<file path="src/rtl/memory_arbiter_if.sv">
// ---------------------------------------------------------------------------
// memory_arbiter_if
//   Bundles the cache-side and RAM-side signals of the memory arbiter.
//
//   Cache side : iREN/iaddr (instruction read), dREN/dWEN/daddr/dstore (data),
//                iwait/dwait (active-low completion), iload/dload (read data)
//   RAM side   : ramREN/ramWEN/ramaddr/ramstore (request), ramload/ramstate
//                (response, FREE=0 BUSY=1 ACCESS=2 ERROR=3)
//   Status     : ram_err, err_timeout (sticky flags)
//
//   slave  : the arbiter's view
//   master : the caches + RAM environment's view
// ---------------------------------------------------------------------------
interface memory_arbiter_if;
    logic        iREN;
    logic [31:0] iaddr;
    logic        dREN;
    logic        dWEN;
    logic [31:0] daddr;
    logic [31:0] dstore;
    logic        iwait;
    logic        dwait;
    logic [31:0] iload;
    logic [31:0] dload;
    logic        ramREN;
    logic        ramWEN;
    logic [31:0] ramaddr;
    logic [31:0] ramstore;
    logic [31:0] ramload;
    logic [1:0]  ramstate;
    logic        ram_err;
    logic        err_timeout;

    modport slave (
        input  iREN, iaddr, dREN, dWEN, daddr, dstore, ramload, ramstate,
        output iwait, dwait, iload, dload, ramREN, ramWEN, ramaddr, ramstore,
               ram_err, err_timeout
    );

    modport master (
        output iREN, iaddr, dREN, dWEN, daddr, dstore, ramload, ramstate,
        input  iwait, dwait, iload, dload, ramREN, ramWEN, ramaddr, ramstore,
               ram_err, err_timeout
    );
endinterface

</file>
<file path="src/rtl/memory_arbiter.sv">
// ---------------------------------------------------------------------------
// memory_arbiter
//   Arbitrates word requests from the instruction and data caches onto a
//   single-port RAM. One access at a time; the granted cache's wait drops
//   for exactly one cycle when its word completes.
//
//   Ports:
//     CLK  - clock, all state changes on the rising edge
//     RST  - synchronous active-high reset
//     bus  - memory_arbiter_if.slave (cache requests/responses, RAM port,
//            sticky ram_err / err_timeout flags)
//
//   Parameters:
//     STARVE_MAX     - data grants in a row allowed while iREN waits
//     TIMEOUT_CYCLES - watchdog length in access-state cycles
//
//   Optional feature macro: MEMCTRL_TIMEOUT_EN
//     Defined  : watchdog forces a completion (load = 32'hBAD1BAD1) after
//                TIMEOUT_CYCLES access cycles and sets err_timeout.
//     Undefined: accesses wait indefinitely; err_timeout is tied low.
// ---------------------------------------------------------------------------
module memory_arbiter #(
    parameter int STARVE_MAX     = 4,
    parameter int TIMEOUT_CYCLES = 64
) (
    input  logic            CLK,
    input  logic            RST,
    memory_arbiter_if.slave bus
);
    localparam int STARVE_W = (STARVE_MAX < 1) ? 1 : $clog2(STARVE_MAX + 1);
    localparam logic [STARVE_W-1:0] STARVE_LIMIT = STARVE_W'(STARVE_MAX);
    localparam logic [1:0] RAM_ACCESS = 2'd2;
    localparam logic [1:0] RAM_ERROR  = 2'd3;

    typedef enum logic [1:0] {
        IDLE = 2'd0,
        DACC = 2'd1,
        IACC = 2'd2
    } state_t;

    state_t              state;
    logic [STARVE_W-1:0] starveCnt;
    logic [31:0]         reqAddr;
    logic [31:0]         reqStore;
    logic                renReg;
    logic                wenReg;
    logic                ramErrReg;

    logic                dataReq;
    logic                grantedEn;
    logic                ramDone;
    logic                timeoutHit;
    logic                complete;
    logic                abortAcc;
    logic [1:0]          chanDone;   // [0] data, [1] instruction

    assign dataReq = bus.dREN | bus.dWEN;
    assign ramDone = (bus.ramstate == RAM_ACCESS) || (bus.ramstate == RAM_ERROR);

`ifdef MEMCTRL_TIMEOUT_EN
    localparam int TMO_W = (TIMEOUT_CYCLES < 2) ? 1 : $clog2(TIMEOUT_CYCLES + 1);
    logic [TMO_W-1:0] tmoCnt;
    logic             errTimeoutReg;

    // tmoCnt is 0 in the first access cycle, so the hit lands in access
    // cycle number TIMEOUT_CYCLES.
    assign timeoutHit = (state != IDLE) && !ramDone &&
                        (tmoCnt == TMO_W'(TIMEOUT_CYCLES - 1));
    assign bus.err_timeout = errTimeoutReg;
    assign bus.iload = timeoutHit ? 32'hBAD1BAD1 : bus.ramload;
    assign bus.dload = timeoutHit ? 32'hBAD1BAD1 : bus.ramload;
`else
    localparam int unusedTimeoutCycles = TIMEOUT_CYCLES;
    assign timeoutHit      = 1'b0;
    assign bus.err_timeout = 1'b0;
    assign bus.iload       = bus.ramload;
    assign bus.dload       = bus.ramload;
`endif

    // Enable of the cache currently being served; it dropping means abort.
    always_comb begin
        grantedEn = 1'b0;
        case (state)
            DACC:    grantedEn = dataReq;
            IACC:    grantedEn = bus.iREN;
            default: grantedEn = 1'b0;
        endcase
    end

    // A cache that has already withdrawn gets no completion, even if the RAM
    // answers in the same cycle.
    assign complete = grantedEn && (ramDone || timeoutHit);
    assign abortAcc = (state != IDLE) && !grantedEn;

    for (genvar gi = 0; gi < 2; gi++) begin : g_chan
        localparam state_t CH_STATE = (gi == 0) ? DACC : IACC;
        assign chanDone[gi] = complete && (state == CH_STATE);
    end

    assign bus.dwait    = ~chanDone[0];
    assign bus.iwait    = ~chanDone[1];
    assign bus.ramREN   = renReg;
    assign bus.ramWEN   = wenReg;
    assign bus.ramaddr  = reqAddr;
    assign bus.ramstore = reqStore;
    assign bus.ram_err  = ramErrReg;

    always_ff @(posedge CLK) begin
        if (RST) begin
            state     <= IDLE;
            starveCnt <= '0;
            reqAddr   <= '0;
            reqStore  <= '0;
            renReg    <= 1'b0;
            wenReg    <= 1'b0;
            ramErrReg <= 1'b0;
`ifdef MEMCTRL_TIMEOUT_EN
            tmoCnt        <= '0;
            errTimeoutReg <= 1'b0;
`endif
        end else begin
`ifdef MEMCTRL_TIMEOUT_EN
            // Every access is entered from IDLE, so clearing here restarts
            // the watchdog on each grant.
            tmoCnt <= (state == IDLE) ? '0 : tmoCnt + 1'b1;
            if (complete && timeoutHit)
                errTimeoutReg <= 1'b1;
`endif
            if (complete && (bus.ramstate == RAM_ERROR))
                ramErrReg <= 1'b1;

            if (complete) begin
                if ((state == IACC) || !bus.iREN)
                    starveCnt <= '0;
                else if (starveCnt != STARVE_LIMIT)
                    starveCnt <= starveCnt + 1'b1;
            end

            case (state)
                IDLE: begin
                    if (bus.iREN && (!dataReq || (starveCnt == STARVE_LIMIT))) begin
                        state    <= IACC;
                        reqAddr  <= bus.iaddr;
                        reqStore <= '0;
                        renReg   <= 1'b1;
                        wenReg   <= 1'b0;
                    end else if (dataReq) begin
                        state    <= DACC;
                        reqAddr  <= bus.daddr;
                        reqStore <= bus.dstore;
                        renReg   <= ~bus.dWEN;
                        wenReg   <= bus.dWEN;
                    end
                end
                default: begin
                    if (complete || abortAcc) begin
                        state  <= IDLE;
                        renReg <= 1'b0;
                        wenReg <= 1'b0;
                    end
                end
            endcase
        end
    end
endmodule

</file>
<file path="src/flat_wrapper.sv">
// flat-port wrapper written by rule: the top's interface ports become plain ports
module memory_arbiter_flat 
#(
    parameter int STARVE_MAX     = 4,
    parameter int TIMEOUT_CYCLES = 64
)
  (CLK, RST, bus_iREN, bus_iaddr, bus_dREN, bus_dWEN, bus_daddr, bus_dstore, bus_ramload, bus_ramstate, bus_iwait, bus_dwait, bus_iload, bus_dload, bus_ramREN, bus_ramWEN, bus_ramaddr, bus_ramstore, bus_ram_err, bus_err_timeout);
  memory_arbiter_if bus_i ();
  input  logic CLK;
  input  logic RST;
  input wire logic [$bits(bus_i.iREN)-1:0] bus_iREN;
  input wire logic [$bits(bus_i.iaddr)-1:0] bus_iaddr;
  input wire logic [$bits(bus_i.dREN)-1:0] bus_dREN;
  input wire logic [$bits(bus_i.dWEN)-1:0] bus_dWEN;
  input wire logic [$bits(bus_i.daddr)-1:0] bus_daddr;
  input wire logic [$bits(bus_i.dstore)-1:0] bus_dstore;
  input wire logic [$bits(bus_i.ramload)-1:0] bus_ramload;
  input wire logic [$bits(bus_i.ramstate)-1:0] bus_ramstate;
  output wire logic [$bits(bus_i.iwait)-1:0] bus_iwait;
  output wire logic [$bits(bus_i.dwait)-1:0] bus_dwait;
  output wire logic [$bits(bus_i.iload)-1:0] bus_iload;
  output wire logic [$bits(bus_i.dload)-1:0] bus_dload;
  output wire logic [$bits(bus_i.ramREN)-1:0] bus_ramREN;
  output wire logic [$bits(bus_i.ramWEN)-1:0] bus_ramWEN;
  output wire logic [$bits(bus_i.ramaddr)-1:0] bus_ramaddr;
  output wire logic [$bits(bus_i.ramstore)-1:0] bus_ramstore;
  output wire logic [$bits(bus_i.ram_err)-1:0] bus_ram_err;
  output wire logic [$bits(bus_i.err_timeout)-1:0] bus_err_timeout;
  assign bus_i.iREN = bus_iREN;
  assign bus_i.iaddr = bus_iaddr;
  assign bus_i.dREN = bus_dREN;
  assign bus_i.dWEN = bus_dWEN;
  assign bus_i.daddr = bus_daddr;
  assign bus_i.dstore = bus_dstore;
  assign bus_i.ramload = bus_ramload;
  assign bus_i.ramstate = bus_ramstate;
  assign bus_iwait = bus_i.iwait;
  assign bus_dwait = bus_i.dwait;
  assign bus_iload = bus_i.iload;
  assign bus_dload = bus_i.dload;
  assign bus_ramREN = bus_i.ramREN;
  assign bus_ramWEN = bus_i.ramWEN;
  assign bus_ramaddr = bus_i.ramaddr;
  assign bus_ramstore = bus_i.ramstore;
  assign bus_ram_err = bus_i.ram_err;
  assign bus_err_timeout = bus_i.err_timeout;
  memory_arbiter #(.STARVE_MAX(STARVE_MAX), .TIMEOUT_CYCLES(TIMEOUT_CYCLES)) u_core (.CLK(CLK), .RST(RST), .bus(bus_i));
endmodule
</file>
<file path="config.mk">
export PLATFORM = sky130hd
export DESIGN_NAME = memory_arbiter_flat
export DESIGN_NICKNAME = d
export VERILOG_FILES = /design/src/rtl/memory_arbiter_if.sv /design/src/rtl/memory_arbiter.sv /design/src/flat_wrapper.sv
export SDC_FILE = /design/constraint.sdc
export NUM_CORES = 1
export LEC_CHECK = 0
export BUFFER_PORTS_ARGS = -buffer_cell sky130_fd_sc_hd__clkbuf_2
export CAP_MARGIN = 10
export CELL_PAD_IN_SITES_DETAIL_PLACEMENT = 2
export CELL_PAD_IN_SITES_GLOBAL_PLACEMENT = 2
export CORE_MARGIN = 4
export CORE_UTILIZATION = 21
export CTS_CLUSTER_DIAMETER = 150
export CTS_CLUSTER_SIZE = 40
export DETAILED_ROUTE_END_ITERATION = 8
export PLACE_DENSITY = 0.85
export SETUP_SLACK_MARGIN = 0.05
export SKIP_CTS_REPAIR_TIMING = 1
export SLEW_MARGIN = 20
export SYNTH_ARGS = -nofsm -noshare
export SYNTH_HDL_FRONTEND = slang
export SYNTH_SLANG_ARGS = --single-unit
</file>
<file path="constraint.sdc">
create_clock -name CLK -period 3.68 [get_ports CLK]
set_input_delay 0.368 -clock CLK [delete_from_list [all_inputs] [get_ports CLK]]
set_output_delay 0.368 -clock CLK [all_outputs]
set_load 0.03 [all_outputs]
</file>
After elaboration in Yosys (flattened, before gate mapping)
Cells that the tools add are included.
{ "word_totals": {"word_cells": 58, "reg_bits": 72} }
{ "classes": {"muxes": 18, "reduce_logical": 21, "addsub": 1, "bitwise": 4, "eq_ne": 7} }
{ "op_table": {"columns": ["op", "count"], "rows": [
  ["$mux W32", 4],
  ["$mux W2", 4],
  ["$reduce_bool A2 Y1", 4],
  ["$mux W1", 7],
  ["$eq A2 B2 Y1 const B", 3],
  ["$logic_and A1 B1 Y1", 6],
  ["$mux W3", 2],
  ["$reduce_and A2 Y1", 3],
  ["$logic_or A1 B1 Y1", 4],
  ["$add A3 B1 Y3 const B", 1],
  ["$eq A3 B3 Y1 const B", 1],
  ["$logic_not A1 Y1", 3],
  ["$ne A3 B1 Y1 const B", 1],
  ["$ne A3 B3 Y1 const B", 1],
  ["$not A1 Y1", 3],
  ["$eq A2 B1 Y1 const B", 1],
  ["$logic_not A2 Y1", 1],
  ["$pmux W1 S2", 1],
  ["$or A1 B1 Y1", 1]
]} }

Depth between registers and ports, before layout
Gate-level depths: netlist of run 1.
{ "logic_depth": {"ltp_word": 7, "depth_mapped": 8, "ltp_nobuf": 6} }

Worst setup path before layout of run 1
Ideal clock, no wire load.
{ "synth_timing": {"path_kind": "reg-to-output", "from": "register u_core.state[0]", "to": "output port bus_dwait", "slack_ps": 2057, "n_path_buf": 0, "required_time_ps": 3312, "t_arrival_ps": 1255, "stages_incl_launch_ff": 6, "path_cell_list": "dfxtp_1 > inv_1 > ha_1 > and2_1 > o21a_1 > nand2_1"} }
{ "synth_between": {"elab_chain_cells": 5, "elab_cells_between_ends": 6} }
{ "synth_rtl": {"columns": ["item", "line_no", "source"], "rows": [
  ["start: declaration", "memory_arbiter.sv:41", "state_t state;"],
  ["start signal: assignment", "memory_arbiter.sv:110", "state <= IDLE;"],
  ["start signal: assignment", "memory_arbiter.sv:142", "state <= IACC;"],
  ["start signal: assignment", "memory_arbiter.sv:148", "state <= DACC;"],
  ["$eq A2 B2 Y1 or $eq A2 B1 Y1 (tied branches)", "memory_arbiter.sv:83, memory_arbiter.sv:97", null],
  ["$pmux W1 S2", "memory_arbiter.sv:83", "case (state)"],
  ["$logic_and A1 B1 Y1", "memory_arbiter.sv:92", "assign complete = grantedEn && (ramDone || timeoutHit);"],
  ["$logic_and A1 B1 Y1 *", "memory_arbiter.sv:97", "assign chanDone[gi] = complete && (state == CH_STATE);"],
  ["$not A1 Y1 *", "memory_arbiter.sv:100", "assign bus.dwait = ~chanDone[0];"],
  ["end: declaration", "flat_wrapper.sv:20", "output wire logic [$bits(bus_i.dwait)-1:0] bus_dwait;"]
]} }
Mark *: on every way between the ends. The rest lies on a longest branch, timed or not.

Worst setup path after layout of run 1
{ "layout_timing": {"from": "register u_core.state[1]", "to": "output port bus_dwait"} }
Same word-level chain as after synthesis.

==> results of run 1 <==
## worst min path at each step
stage	slack, ns	endpoint	depth (start not counted)	startpoint
floorplan	0.45	u_core.starveCnt[0]	2	u_core.starveCnt[0]
global placement	0.46	u_core.bus.ram_err	2	u_core.bus.ram_err
detailed placement	0.46	u_core.bus.ram_err	2	u_core.bus.ram_err
CTS	0.24	u_core.bus.ramstore[8]	2	bus_dstore[8]
global route	0.24	u_core.bus.ramstore[12]	2	bus_dstore[12]
finish	0.25	u_core.bus.ramstore[8]	2	bus_dstore[8]
## per-stage QoR
step,cell area (um^2),instances,total power [W],worst slack (ns),hold WS [ns]
floorplan,3320,374,0.00142,2.06,0.449
global placement,3820,669,0.00147,1.52,0.455
detailed placement,3820,669,0.00149,1.31,0.460
CTS,4120,684,0.00238,1.43,0.239
global route,4130,684,0.00246,1.33,0.242
finish,4130,684,0.00234,1.44,0.252
## power groups by stage
stage | sequential [W] | clock [W] | combinational [W]
2_1_floorplan | 0.00110 | 0 | 0.000321
3_3_place_gp | 0.000937 | 0 | 0.000530
3_5_place_dp | 0.000940 | 0 | 0.000551
4_1_cts | 0.000925 | 0.000906 | 0.000553
5_1_grt | 0.000936 | 0.000935 | 0.000591
6_report | 0.000923 | 0.000868 | 0.000544
## synth_stat cells (all sizes together), types with 2 or more instances
cell type / n
buf: 81
dfxtp: 72
nand2: 69
a22o: 32
a31oi: 32
o21ai: 32
clkbuf: 8
nor2: 7
ha: 6
inv: 5
a21oi: 3
and2: 3
nand3: 3
a32o: 2
nand2b: 2
o211ai: 2
o21a: 2
o2bb2ai: 2
## sequential cells by signal (all words and copies together), names as in the netlist
name,cells
u_core.bus.ramREN,1
u_core.bus.ramWEN,1
u_core.bus.ram_err,1
u_core.bus.ramaddr,32
u_core.bus.ramstore,32
u_core.starveCnt,3
u_core.state,2
## per-layer routing
metal	share of wire, %	global-route usage [%]
met4	2.1	5.49
met2	48	20.6
met1	40	13.8
met5	0	0
met3	9.7	5.29
## final cells by class
type	count	area share [%]
clock buffer	10	5.79
sequential	72	34.9
multi-input combinational	208	29.9
clock inverter	5	1.36
tap	211	6.40
inverter	5	0.455
timing repair buffer	173	21.1
## critical path: stages (launching register included)
cell and delay [ns]:
sky130_fd_sc_hd__dfxtp_1 0.38, sky130_fd_sc_hd__inv_1 0.09, sky130_fd_sc_hd__ha_1 0.30, sky130_fd_sc_hd__and2_1 0.17, sky130_fd_sc_hd__o21a_1 0.30, sky130_fd_sc_hd__nand2_1 0.11
sky130_fd_sc_hd__clkbuf_2 0.19
## kinds of logic after synthesis
group / share of synthesized area [%]
simple gates: 11.3
compound gates: 23.2
flops: 43.4
fa+ha+maj: 2.26
buf+inv: 19.7
other cells: 0.113
==> impl_metrics.toml, run 1 <==
[outcome]
run_status = "finished, final reports clean"

[grt]
grt_first_pass_wirelength_mm = 17.7
grt_overflow_total = 0
initial_antenna_violation_count = 0
track_usage_pct = 12.4
largest_net_degree_at_the_start_of_global_routing = 67
first_global_vias = 3384

[timing]
final.min_clock_period_ns = 2.24
final_hold_viols = 0
setup-tns-final_ns = 0
layout_worst_path_cycle_share_pct = 60.8
max-slew-margin-rel_pct = 49.2
timing.fmax_mhz = 447
worst_clock_skew_ns = 0.00771
final-setup-viol-count = 0
drv_slew = 0
timing_worst_slew_pin_value_ns = 0.760
rsz0062_at_grt = "no"

[worst_setup_path]
r2r_cells = 6
worst-endpoint-required_ns = 3.31
crit_path_to = "bus_dwait"
critical_path.reg2reg.startpoint = "u_core.starveCnt[0]"
cp_startpoint_kind = "flop"
critical_path.reg2reg.endpoint = "u_core.bus.ramstore[14]"
setup.worst_path.start = "u_core.state[1]"
setup.worst_path.end_class = "output port"
timing.reg2reg.setup_slack_ns = 1.65
worst_ep_arrival_time_ns = 1.87
criticalPathCategory = "reg2out"
critical_path.max_fanout = 7

[clocking]
clk_path_buf_depth = 2
cts-htree-levels = 3
ctsRootBufferMaster = "sky130_fd_sc_hd__clkbuf_16"
insertion_delay_ns = 0.34
tritoncts = "built"
numCtsBuffers = 9
cts.clk_slew.worst_paths_ns = 0.06
clock_sink_count = 72

[final_layout]
post_layout_util_pct = 26.8
layout_common_cells = "sky130_fd_sc_hd__clkbuf_2, sky130_fd_sc_hd__dfxtp_1, sky130_fd_sc_hd__nand2_1, sky130_fd_sc_hd__a31oi_1, sky130_fd_sc_hd__a22o_1"
finish.net_count = 610
drive_gt1_share_pct = 41.0
syn2layout_area_growth_pct = 24.2
antenna_cells = 0
multiInputGateArea_mm2 = 0.00123
mostFrequentLayoutCell = "sky130_fd_sc_hd__clkbuf_2"
fill_cells = 1779
register_area_mm2 = 0.00144

[synth]
post_synth_num_cell_types = 35
synth_enable_flop_cells = 0
synth.largest_area_cell = "sky130_fd_sc_hd__dfxtp_1"
synthesis.area_per_instance_um2 = 8.88
post_synthesis_async_set_or_reset_flop_share_pct = 0
netlist_top_cells_area = "sky130_fd_sc_hd__dfxtp_1, sky130_fd_sc_hd__buf_4, sky130_fd_sc_hd__a22o_1"
post-synth-top-area-fraction_pct = 43.4
syn-instance-count = 374
syn_nets = 515
synth.yosys.seq_area_share_pct = 43.4
synth.ff_latch_count = 72
mappedNetlistArea_mm2 = 0.00332
synth.yosys.warnings = 0
ys_dominant_reg_cell = "sky130_fd_sc_hd__dfxtp_1"

[power]
max-vdd-ir-drop_uv = 197
power.static_leakage_nw = 1.94
power.switching_fraction_pct = 32.2
internal_power_w = 0.00158
pwr-share-seq_pct = 39.5
p_switching_w = 0.000753
power_frac_comb_pct = 23.3
clkPwrFrac_pct = 37.2
cellPowerDensity_mw_per_mm2 = 566

[floorplan]
die_area_mm2 = 0.0179
die_h_um = 134
die_w_um = 134
top_level_ports = 269
core_area_mm2 = 0.0154
floorplan.rows = 45
floorplan.initialDensity_pct = 21.6

[route]
drc = 0
detail_route.vias_per_cell = 4.39
routedWlPerCell_um = 16.0
route.vias.total = 3000
route.final.wire_length_mm = 11.0
drt_iter0_drc = 60
firstDrtPassIters = 4
ant_nets = 0

[place]
place_hpwl_mm = 8.31
gp_routability_congestion = 0.756
io_buffer_count = 171

[flow_run]
timing.max_cap.violations = 0

[worst_hold_path]
worst_hold_path_type = "in2reg"
No activity file was read; power rests on OpenSTA's default activity.
==> run 2: changes to the inputs <==
ABC_AREA = 1   (was default)
CORE_UTILIZATION = 19   (was 21)
PLACE_DENSITY = 0.8   (was 0.85)
clock period = 2.1 ns   (was 3.68 ns; I/O delays follow)
==> run 2 against run 1 <==
Compared with the run above:
- register-to-register slack got worse by 1.2 ns
- worst hold slack got worse by 0.15 ns
- via count rose by 23%
- synthesized area rose by 12%
- first-iteration DRC count rose by 10%
- critical path type unchanged
- setup slack got worse by 1.2 ns
- core utilization fell by 2.3 points
- wire length rose by 13%
- clock skew barely moved
- clock power rose by 65%
- global-route usage fell by 0.95 points
- largest power group unchanged
==> impl_metrics.toml, run 2 <==
[floorplan]
floorplan.rows = 50
top_level_ports = 269
die_h_um = 148
die_w_um = 148
core_area_mm2 = 0.0190
die_area_mm2 = 0.0219
floorplan.initialDensity_pct = 19.6

[worst_setup_path]
r2r_cells = 10
worst_ep_arrival_time_ns = 1.61
critical_path.reg2reg.endpoint = "u_core.bus.ramaddr[5]"
timing.reg2reg.setup_slack_ns = 0.47
criticalPathCategory = "reg2out"
critical_path.max_fanout = 3
worst-endpoint-required_ns = 1.89
setup.worst_path.end_class = "output port"
critical_path.reg2reg.startpoint = "u_core.starveCnt[0]"
cp_startpoint_kind = "flop"
setup.worst_path.start = "u_core.state[0]"

[route]
route.final.wire_length_mm = 12.4
drc = 0
drt_iter0_drc = 66
ant_nets = 0
detail_route.vias_per_cell = 4.01
routedWlPerCell_um = 13.5
route.vias.total = 3680
firstDrtPassIters = 4

[clocking]
tritoncts = "built"
cts.clk_slew.worst_paths_ns = 0.06
cts-htree-levels = 3
insertion_delay_ns = 0.33
ctsRootBufferMaster = "sky130_fd_sc_hd__clkbuf_16"
clock_sink_count = 72
clk_path_buf_depth = 2
numCtsBuffers = 9

[synth]
post-synth-top-area-fraction_pct = 38.7
synth.yosys.seq_area_share_pct = 38.7
post-synth-top-count-cell = "sky130_fd_sc_hd__nand2_1"
synth.largest_area_cell = "sky130_fd_sc_hd__dfxtp_1"
mappedNetlistArea_mm2 = 0.00372
synth.yosys.warnings = 0
synth.ff_latch_count = 72
syn_nets = 697
ys_dominant_reg_cell = "sky130_fd_sc_hd__dfxtp_1"
synth_enable_flop_cells = 0
synthesis.area_per_instance_um2 = 6.69
post_synthesis_async_set_or_reset_flop_share_pct = 0
post_synth_num_cell_types = 18
syn-instance-count = 556
synth_top_cells_by_count = "sky130_fd_sc_hd__nand2_1, sky130_fd_sc_hd__dfxtp_1, sky130_fd_sc_hd__nor2_1, sky130_fd_sc_hd__buf_4, sky130_fd_sc_hd__inv_1"
netlist_top_cells_area = "sky130_fd_sc_hd__dfxtp_1, sky130_fd_sc_hd__nand2_1, sky130_fd_sc_hd__buf_4"

[timing]
setup-tns-final_ns = 0
timing.fmax_mhz = 549
rsz0062_at_grt = "no"
final-setup-viol-count = 0
worst_clock_skew_ns = 0.00795
final.min_clock_period_ns = 1.82
drv_slew = 0
final_hold_viols = 0
layout_worst_path_cycle_share_pct = 86.8

[final_layout]
post_layout_util_pct = 24.5
mostFrequentLayoutCell = "sky130_fd_sc_hd__nand2_1"
finish.net_count = 793
antenna_cells = 0
register_area_mm2 = 0.00144
design_area_mm2 = 0.00465
instances_no_fill = 917
syn2layout_area_growth_pct = 25.0
layout_common_cells = "sky130_fd_sc_hd__nand2_1, sky130_fd_sc_hd__clkbuf_2, sky130_fd_sc_hd__dfxtp_1, sky130_fd_sc_hd__nor2_1, sky130_fd_sc_hd__inv_1"
multiInputGateArea_mm2 = 0.00148
drive_gt1_share_pct = 30.3
fill_cells = 2323

[outcome]
run_status = "finished, final reports clean"

[place]
numPlacedInstances = 901
dpl_cell_area_mm2 = 0.00438
gp_routability_congestion = 0.688
place_hpwl_mm = 9.20
io_buffer_count = 171

[grt]
track_usage_pct = 11.4
first_global_vias = 4117
largest_net_degree_at_the_start_of_global_routing = 73
grt_overflow_total = 0
grt_first_pass_wirelength_mm = 20.2
initial_antenna_violation_count = 0

[worst_hold_path]
timing.hold.worst_endpoint = "u_core.bus.ramstore[19]"
worst_hold_path_type = "in2reg"
holdPathStages = 3
hp-start = "bus_dstore[19]"

[power]
power.static_leakage_nw = 2.48
cellPowerDensity_mw_per_mm2 = 849
max-vdd-ir-drop_uv = 355

[flow_run]
timing.max_cap.violations = 0
-- run 2: cell count changes in the layout (fill, tap and decap cells not counted), sizes merged, moves of 29 or more --
cell	previous run	this run
a31oi	32	0
a21oi	3	41
nand2	69	183
nand3	3	34
inv	6	48
nor2	7	72
a22o	32	0
o21ai	32	3
-- run 2: layout make-up --
cell class,instances,area share [%]
multi-input cells,344,31.8
well taps,260,6.99
clock buffers,10,4.92
clock inverters,6,0.995
flip-flops and latches,72,31.0
repair buffers,177,20.4
inverters,48,3.87
-- run 2: worst max-delay path, cell delays in order (launching register included) --
cell and delay (ns):
sky130_fd_sc_hd__dfxtp_1 0.33, sky130_fd_sc_hd__inv_1 0.10, sky130_fd_sc_hd__ha_1 0.19, sky130_fd_sc_hd__nand2_1 0.09, sky130_fd_sc_hd__nand2_1 0.12, sky130_fd_sc_hd__nand2_1 0.06
sky130_fd_sc_hd__nor2_1 0.15, sky130_fd_sc_hd__nand2_1 0.07, sky130_fd_sc_hd__clkbuf_2 0.18
-- run 2: logic make-up after synthesis --
kind of cell	Yosys count	synth area share (%)
fa+ha+maj	6	2.02
buf+inv	140	21.5
compound gates	44	6.52
flops	72	38.7
other cells	1	0.101
simple gates	293	31.1
-- run 2: worst max path at each step --
stage | to | slack [ns] | cells past startpoint
after detailed placement | u_core.bus.ramaddr[5] | 0.43 | 9
after global placement | u_core.bus.ramREN | 0.48 | 9
after global routing | bus_dwait | 0.08 | 8
after floorplan | u_core.bus.ramaddr[0] | 0.67 | 9
after CTS | bus_dwait | 0.22 | 8
final | bus_dwait | 0.28 | 8
-- run 2: per-stage QoR --
| step | hold WS, ns | power, W | worst slack, ns |
|---|---|---|---|
| after floorplan | 0.353 | 0.00244 | 0.667 |
| after detailed placement | 0.420 | 0.00259 | 0.432 |
| after CTS | 0.0806 | 0.00407 | 0.218 |
| after global routing | 0.0980 | 0.00423 | 0.0843 |
| after global placement | 0.420 | 0.00256 | 0.485 |
| final | 0.100 | 0.00395 | 0.278 |
-- run 2: power by group --
part | leakage [nW] | switching [W] | internal, W
sequential | 0.596 | 0.0000685 | 0.00150
combinational | 1.76 | 0.000650 | 0.000309
clock | 0.129 | 0.000623 | 0.000804
total | 2.48 | 0.00134 | 0.00261
-- run 2: metal layers --
| layer | wire, um | GRT usage, % |
|---|---|---|
| met4 | 257 | 4.02 |
| met1 | 4920 | 12.3 |
| met3 | 1300 | 5.30 |
| met5 | 0 | 0 |
| met2 | 5900 | 19.7 |
==> run 3: changes to the inputs <==
SLEW_MARGIN = default   (was 20)
clock period = 1.9 ns   (was 2.1 ns; I/O delays follow)
==> run 3 against run 2 <==
Compared with the run above:
- count of clock-buffer cells in the layout rose by 1
- non-clock buffer count rose by 2
- critical path depth did not move
- register-to-register slack got worse by 0.14 ns
- final area rose by 2.9%
- setup slack got worse by 0.14 ns
- first-iteration DRC count fell by 7.6%
- die area did not move
- highest routed layer unchanged
- worst hold slack got worse by 0.016 ns
==> impl_metrics.toml, run 3 (synthesis results as in run 2) <==
[power]
design_power_total_w = 0.00480
power.switching_fraction_pct = 30.8
internal_power_w = 0.00332
clkPwrFrac_pct = 41.7
cellPowerDensity_mw_per_mm2 = 1000
power.static_leakage_nw = 2.54
power_frac_comb_pct = 22.4
pwr-share-seq_pct = 36.0
p_switching_w = 0.00148
max-vdd-ir-drop_uv = 373

[grt]
largest_net_degree_at_the_start_of_global_routing = 73
grt_first_pass_wirelength_mm = 20.0
track_usage_pct = 11.3
first_global_vias = 3962
initial_antenna_violation_count = 0
grt_overflow_total = 0

[timing]
final-setup-viol-count = 0
worst_clock_skew_ns = 0.00625
finalWorstSetupSlack_ns = 0.140
rsz0062_at_grt = "no"
final_hold_viols = 0
drv_slew = 0
layout_worst_path_cycle_share_pct = 92.6
setup-tns-final_ns = 0
final.min_clock_period_ns = 1.76
timing.fmax_mhz = 568

[final_layout]
antenna_cells = 0
syn2layout_area_growth_pct = 28.6
mostFrequentLayoutCell = "sky130_fd_sc_hd__nand2_1"
finish.net_count = 795
instances_no_fill = 919
drive_gt1_share_pct = 31.6
layout_common_cells = "sky130_fd_sc_hd__nand2_1, sky130_fd_sc_hd__clkbuf_2, sky130_fd_sc_hd__dfxtp_1, sky130_fd_sc_hd__nor2_1, sky130_fd_sc_hd__inv_1"

[floorplan]
floorplan.initialDensity_pct = 19.6
die_w_um = 148
core_area_mm2 = 0.0190
top_level_ports = 269
die_h_um = 148
floorplan.rows = 50
die_area_mm2 = 0.0219

[route]
ant_nets = 0
route.final.wire_length_mm = 12.5
drt_iter0_drc = 61
drc = 0
routedWlPerCell_um = 13.6
detail_route.vias_per_cell = 4.00
firstDrtPassIters = 4
route.vias.total = 3679

[clocking]
clk_path_buf_depth = 2
numCtsBuffers = 9
insertion_delay_ns = 0.33
tritoncts = "built"
clock_sink_count = 72
cts-htree-levels = 3
ctsRootBufferMaster = "sky130_fd_sc_hd__clkbuf_16"
cts.clk_slew.worst_paths_ns = 0.06

[worst_setup_path]
r2r_cells = 10
setup.worst_path.start = "u_core.state[1]"
worst-endpoint-required_ns = 1.71
critical_path.max_fanout = 4
setup.worst_path.end_class = "output port"
criticalPathCategory = "reg2out"
critical_path.reg2reg.startpoint = "u_core.starveCnt[0]"
cp_startpoint_kind = "flop"
worst_ep_arrival_time_ns = 1.57

[outcome]
run_status = "finished, final reports clean"

[place]
io_buffer_count = 171
place_hpwl_mm = 9.13
gp_routability_congestion = 0.709
numPlacedInstances = 902
dp_slack_ns = 0.301

[flow_run]
timing.max_cap.violations = 0

[worst_hold_path]
hp-start = "bus_dstore[2]"
holdPathStages = 3
worst_hold_path_type = "in2reg"
## run 3: cell types whose count changed in the layout (fill, tap and decap cells not counted), sizes merged
cell      previous run  this run
buf                  6        10
clkinvlp             2         0
bufinv               0         3
clkbuf             181       180
clkinv               4         2
## run 3: area by class of cell
cell class / instances / area, um^2
Clock buffer: 11 / 243
Clock inverter: 5 / 104
Fill cell: 2299 / 14200
Inverter: 48 / 183
Multi-Input combinational cell: 344 / 1510
Sequential cell: 72 / 1450
Tap cell: 260 / 325
Timing Repair Buffer: 179 / 978
## run 3: path summary, 6_finish.rpt
check                                               to  slack, ns
worst max register to register  u_core.bus.ramaddr[21]       0.33
worst min-delay path            u_core.bus.ramstore[2]       0.08
worst max-delay path                         bus_dwait       0.14
worst min register to register      u_core.bus.ram_err       0.46
## run 3: per-layer routing
layer	vias to the layer above	routed length, um	track usage (%)	share of wire, %
li1	1821	-	-	-
met1	1698	5180	12.8	42
met2	131	5830	18.9	47
met3	29	1220	4.97	9.7
met4	0	250	4.48	2.0
met5	-	0	0	0
## run 3: critical path, cell delays in order (launching register included)
cell and delay, ns:
sky130_fd_sc_hd__dfxtp_4 0.37, sky130_fd_sc_hd__inv_4 0.07, sky130_fd_sc_hd__ha_2 0.16, sky130_fd_sc_hd__o21ai_1 0.08, sky130_fd_sc_hd__nand2_1 0.09, sky130_fd_sc_hd__nand2_1 0.06
sky130_fd_sc_hd__nor2_2 0.15, sky130_fd_sc_hd__nand2_1 0.10, sky130_fd_sc_hd__buf_6 0.15
## run 3: metrics by stage
stage | utilization, % | hold WS, ns | instance area (um^2)
after global placement | 23.1 | 0.380 | 4380
after floorplan | - | 0.333 | 3720
final | 25.3 | 0.0845 | 4790
after CTS | 25.0 | 0.0672 | 4730
after detailed placement | 23.1 | 0.380 | 4380
after global routing | 25.3 | 0.0755 | 4790
## run 3: power groups by stage
| stage | Combinational [W] | Clock [W] | Sequential [W] |
|---|---|---|---|
| final | 0.00107 | 0.00200 | 0.00173 |
| after global routing | 0.00121 | 0.00215 | 0.00175 |
| after CTS | 0.00110 | 0.00209 | 0.00173 |
| after detailed placement | 0.00109 | 0 | 0.00176 |
| after global placement | 0.00107 | 0 | 0.00176 |
| after floorplan | 0.000674 | 0 | 0.00202 |
